--- config.mk ---
export PLATFORM = sky130hd
export DESIGN_NAME = mux8_rr_arbiter
export DESIGN_NICKNAME = d
export VERILOG_FILES = /design/src/rtl/mux8_rr_arbiter.sv
export SDC_FILE = /design/constraint.sdc
export NUM_CORES = 1
export LEC_CHECK = 0
export BUFFER_PORTS_ARGS = -buffer_cell sky130_fd_sc_hd__buf_2
export CAP_MARGIN = 20
export CORE_AREA = 2 2 62 64
export DETAILED_ROUTE_END_ITERATION = 10
export DIE_AREA = 0 0 64 66
export PLACE_DENSITY = 0.83
export SYNTH_ARGS = -nofsm -noshare
export SYNTH_HDL_FRONTEND = slang
export SYNTH_SLANG_ARGS = --single-unit
--- constraint.sdc ---
create_clock -name clk -period 5 [get_ports clk]
set_input_delay 1.25 -clock clk [delete_from_list [all_inputs] [get_ports clk]]
set_output_delay 1.25 -clock clk [all_outputs]
set_load 0.01 [all_outputs]
--- src/rtl/mux8_rr_arbiter.sv ---
// Round-robin arbiter that shares one 8-input mux among 8 requesters.
// Latency: request before edge E is granted after edge E; owner handoff inserts one dead cycle.
// Backpressure: no input handshake; a requester waits at level until granted, en=0 only blocks new grants.
//
// Ports:
//   clk, rst_n   clock (rising edge), asynchronous active-low reset
//   en           arbitration enable; does not abort the current owner
//   req[7:0]     request levels, bit i = requester i
//   gnt[7:0]     registered one-hot grant
//   addr[2:0]    registered mux select, index of the current/last owner
//   ncs          registered active-low mux chip select
//   busy         high while a grant is held (~ncs)
//   hold_cnt     cycles elapsed in the current grant (debug)
module mux8_rr_arbiter #(
  parameter int MAX_HOLD = 16,
  parameter int CNT_W    = 8
) (
  input  logic             clk,
  input  logic             rst_n,
  input  logic             en,
  input  logic [7:0]       req,
  output logic [7:0]       gnt,
  output logic [2:0]       addr,
  output logic             ncs,
  output logic             busy,
  output logic [CNT_W-1:0] hold_cnt
);

  typedef enum logic [1:0] {
    IDLE = 2'd0,
    OWN  = 2'd1,
    GAP  = 2'd2
  } state_t;

  localparam bit               TIMEOUT_EN = (MAX_HOLD != 0);
  localparam logic [CNT_W-1:0] HOLD_LAST  = (MAX_HOLD > 0) ? CNT_W'(MAX_HOLD - 1) : '0;
  localparam logic [CNT_W-1:0] CNT_MAX    = '1;

  state_t           state, state_nxt;
  logic [2:0]       ptr, ptr_nxt;
  logic [7:0]       gnt_nxt;
  logic [2:0]       addr_nxt;
  logic             ncs_nxt;
  logic [CNT_W-1:0] hold_nxt;

  logic [7:0]       req_rot;
  logic [2:0]       win_off;
  logic [2:0]       win_idx;
  logic             win_vld;
  logic             release_own;

  // Rotate requests so bit 0 is the requester at ptr; the lowest set bit
  // of the rotated vector is then the round-robin winner.
  always_comb begin
    req_rot = 8'({req, req} >> ptr);
    win_off = 3'd0;
    for (int k = 7; k >= 0; k--) begin
      if (req_rot[k]) begin
        win_off = 3'(k);
      end
    end
    win_vld = |req;
    win_idx = ptr + win_off;
  end

  // Owner lets go when it drops its request or has used its full time slice.
  assign release_own = ~req[addr] || (TIMEOUT_EN && (hold_cnt == HOLD_LAST));

  always_comb begin
    state_nxt = state;
    ptr_nxt   = ptr;
    gnt_nxt   = gnt;
    addr_nxt  = addr;
    ncs_nxt   = ncs;
    hold_nxt  = hold_cnt;
    case (state)
      IDLE, GAP: begin
        // GAP is the mandatory dead cycle after a release; it then arbitrates like IDLE.
        state_nxt = IDLE;
        gnt_nxt   = 8'h00;
        ncs_nxt   = 1'b1;
        hold_nxt  = '0;
        if (en && win_vld) begin
          state_nxt = OWN;
          gnt_nxt   = 8'h01 << win_idx;
          addr_nxt  = win_idx;
          ncs_nxt   = 1'b0;
          ptr_nxt   = win_idx + 3'd1;
        end
      end
      OWN: begin
        if (release_own) begin
          state_nxt = GAP;
          gnt_nxt   = 8'h00;
          ncs_nxt   = 1'b1;
          hold_nxt  = '0;
        end else if (hold_cnt != CNT_MAX) begin
          hold_nxt = hold_cnt + CNT_W'(1);
        end
      end
      default: begin
        state_nxt = IDLE;
        gnt_nxt   = 8'h00;
        ncs_nxt   = 1'b1;
        hold_nxt  = '0;
      end
    endcase
  end

  always_ff @(posedge clk or negedge rst_n) begin
    if (!rst_n) begin
      state    <= IDLE;
      ptr      <= 3'd0;
      gnt      <= 8'h00;
      addr     <= 3'd0;
      ncs      <= 1'b1;
      hold_cnt <= '0;
    end else begin
      state    <= state_nxt;
      ptr      <= ptr_nxt;
      gnt      <= gnt_nxt;
      addr     <= addr_nxt;
      ncs      <= ncs_nxt;
      hold_cnt <= hold_nxt;
    end
  end

  assign busy = ~ncs;

endmodule

==> results.py <==
metrics = {
    "status": {
        "status": "completed",
    },
    "global_route": {
        "grt.busiest_layer": "met2",
        "grt.overflow.total": 0,
        "antenna_found_initial": 0,
        "track_usage_pct": 20.9,
        "grt_pass1_vias": 1497,
        "grt_max_degree": 26,
        "grt_pass1_wl_um": 6880,
        "grt_use_met2_pct": 32.2,
        "use_met1_pct": 28.6,
        "grt.met3_usage_pct": 3.41,
    },
    "logic_synthesis": {
        "seq_area_frac_synth_pct": 33.2,
        "synth_cells": 200,
        "synthTopCellsByArea": "dfrtp_1 32%, mux4_2 4.8%, ha_1 4.6%",
        "synthFlopType": "dfrtp_1",
        "yosysTopAreaCellShare_pct": 31.8,
        "synth_area_leader_cell": "dfrtp_1",
        "synth-seq-cells": 25,
        "avgSynthCellArea_um2": 9.43,
        "yosys_warnings": 0,
        "synth_cell_type_count": 55,
        "synth_area_um2": 1890,
        "syn_nets": 219,
        "synth-edff-count": 0,
        "synthArstFlopShare_pct": 100,
    },
    "detailed_routing": {
        "detail-route-antenna-nets": 0,
        "num_vias": 1646,
        "drt_iter0_markers": 157,
        "wirelength_um": 4080,
        "wl_per_cell_um": 15.0,
        "viasPerCell": 6.05,
        "drc": 0,
        "dr.pass1.iters": 4,
    },
    "sta": {
        "finalSetupTns_ns": 0,
        "finalMaxSlewViolations": 0,
        "fin_crit_sh_pct": 90.0,
        "rsz0062_at_grt": "false",
        "relSlewSlack_pct": 47.4,
        "hold_viol_final": 0,
        "fin_worst_skew_ns": 0.00383,
        "setup_violations": 0,
        "min_period_ns": 4.50,
        "worst_pin_slew_ns": 0.789,
        "fmax_mhz": 222,
    },
    "setup_path": {
        "required_ns": 5.22,
        "cp_max_fo": 9,
        "crit_path_end_kind": "flip-flop",
        "worst_setup_path_start_kind": "input pin",
        "arrival_ns": 4.72,
        "crit_type": "input pin to flip-flop",
    },
    "clock_tree": {
        "ctsRootBufferMaster": "clkbuf_4",
        "cts_hold_buf": 0,
        "postCtsSetupBuffers": 0,
        "insertion_delay_ns": 0.31,
        "cts_tree": "built",
        "clock_sinks": 25,
        "htreeDepth": 1,
        "numCtsBuffers": 3,
        "cts_buffer_depth": 2,
        "ctsResizeCount": 0,
        "clk_pin_slew_ns": 0.12,
    },
    "die": {
        "io_pins": 32,
        "start_util_pct": 53.1,
        "die_h_um": 66,
        "dieArea_um2": 4220,
        "fp.coreArea_um2": 3550,
        "floorplan.rows": 22,
        "die_w_um": 64,
    },
    "place": {
        "dpl_cell_area_um2": 2050,
        "gp_congestion": 0.976,
        "dp_hpwl_um": 3010,
        "port_buffers": 31,
    },
    "finish": {
        "regArea_um2": 627,
        "fin_nets": 244,
        "postLayoutCellArea_um2": 2090,
        "antenna_cells": 0,
        "syn_to_final_growth_pct": 10.5,
        "drive_above_1_share_pct": 26.3,
        "multi_input_area_um2": 1140,
        "nFillCells": 306,
    },
    "pwr": {
        "power_density_nw_per_um2": 613,
        "ir_drop_mv": 0.413,
        "power_leakage_nw": 0.949,
    },
    "min_path": {
        "hold_class": "flip-flop to flip-flop",
    },
    "run": {
        "max-cap-violations": 0,
    },
}
registers in the layout, indices dropped and copies added, names as in the netlist:
| register | flops |
|---|---|
| ncs | 1 |
| hold_cnt | 8 |
| gnt | 8 |
| addr | 3 |
| ptr | 3 |
| state | 2 |
logic make-up (layout without fill, tap and decap cells):
group | Yosys count | in the layout | synth area share, %
AND/OR/NAND/NOR | 66 | 66 | 18.9
AO/OA/AOI/OAI | 57 | 57 | 23.5
buffers and inverters | 26 | 50 | 6.30
flip-flops | 25 | 25 | 33.2
multiplexers | 15 | 15 | 11.0
adder cells (fa/ha/maj) | 8 | 8 | 5.70
XOR/XNOR | 3 | 3 | 1.39
final timing paths:
path	startpoint	slack, ns	end	cells past startpoint
worst max-delay path	req[4]	0.50	ptr[2]	17
worst min-delay path	ncs	0.50	ncs	2
worst max register to register	ptr[0]	0.88	ptr[2]	16
worst min register to register	ncs	0.50	ncs	2
max in group asynchronous	rst_n	3.74	ncs	1
min in group asynchronous	rst_n	0.90	hold_cnt[7]	1
worst max-delay path, cell delays in order:
cell and delay [ns]:
buf_2 0.15, mux2_2 0.28, o32a_1 0.32, and3_1 0.17, or4_1 0.39, a21oi_1 0.17
ha_1 0.16, inv_1 0.04, fa_1 0.37, xnor2_1 0.31, nor2_1 0.07, nand4_1 0.09
o41ai_1 0.08, a211oi_2 0.22, inv_2 0.10, ha_1 0.29, mux2_2 0.26
Yosys cell counts, types with 6 or more instances:
cell	number
mux2_2	6
o21ai_0	8
inv_1	8
nand3_1	8
a21oi_1	9
and3_1	6
clkbuf_1	10
dfrtp_1	24
ha_1	7
nor2_1	19
nand2_1	7
placed cells by master, fill, tap and decap left out, types with 4 or more instances in the layout:
cell type,netlist,layout
a32o_1,5,5
and3_1,6,6
nand3_1,8,8
nor3_1,4,4
mux4_2,4,4
mux2_2,6,6
ha_1,7,7
buf_4,0,5
buf_2,5,32
inv_1,8,8
nor2_1,19,19
nand2_1,7,7
dfrtp_1,24,24
o21ai_0,8,8
a211oi_1,5,5
mux2i_1,5,5
a21oi_1,9,9
a211o_1,5,5
power breakdown:
group | total, mW | switching [mW] | internal [mW]
Sequential | 0.371 | 0.101 | 0.270
Clock | 0.0870 | 0.0558 | 0.0312
Combinational | 0.821 | 0.441 | 0.380
area by class of cell:
cell class              count  share of cell area (%)
multi-input cells         149                    54.7
flip-flops and latches     25                    30.1
repair buffers             37                    9.48
well taps                  48                    2.88
inverters                   9                    1.62
clock buffers               4                    1.26
layer usage:
metal,vias up,wire length (um)
li1,798,-
met1,777,1830
met2,62,1930
met4,0,91
met3,9,218
met5,-,0
metrics by stage:
stage          utilization (%)  setup WS [ns]  instances  power [mW]  hold slack [ns]
2_1_floorplan                -          0.281        200       0.973            0.509
3_3_place_gp              57.6          0.258        266        1.16            0.478
6_report                  58.7          0.498        272        1.28            0.499
4_1_cts                   58.4          0.514        270        1.28            0.505
5_1_grt                   58.7          0.350        272        1.40            0.531
3_5_place_dp              57.6          0.164        266        1.19            0.482
Power figures use the tool's default switching activity.
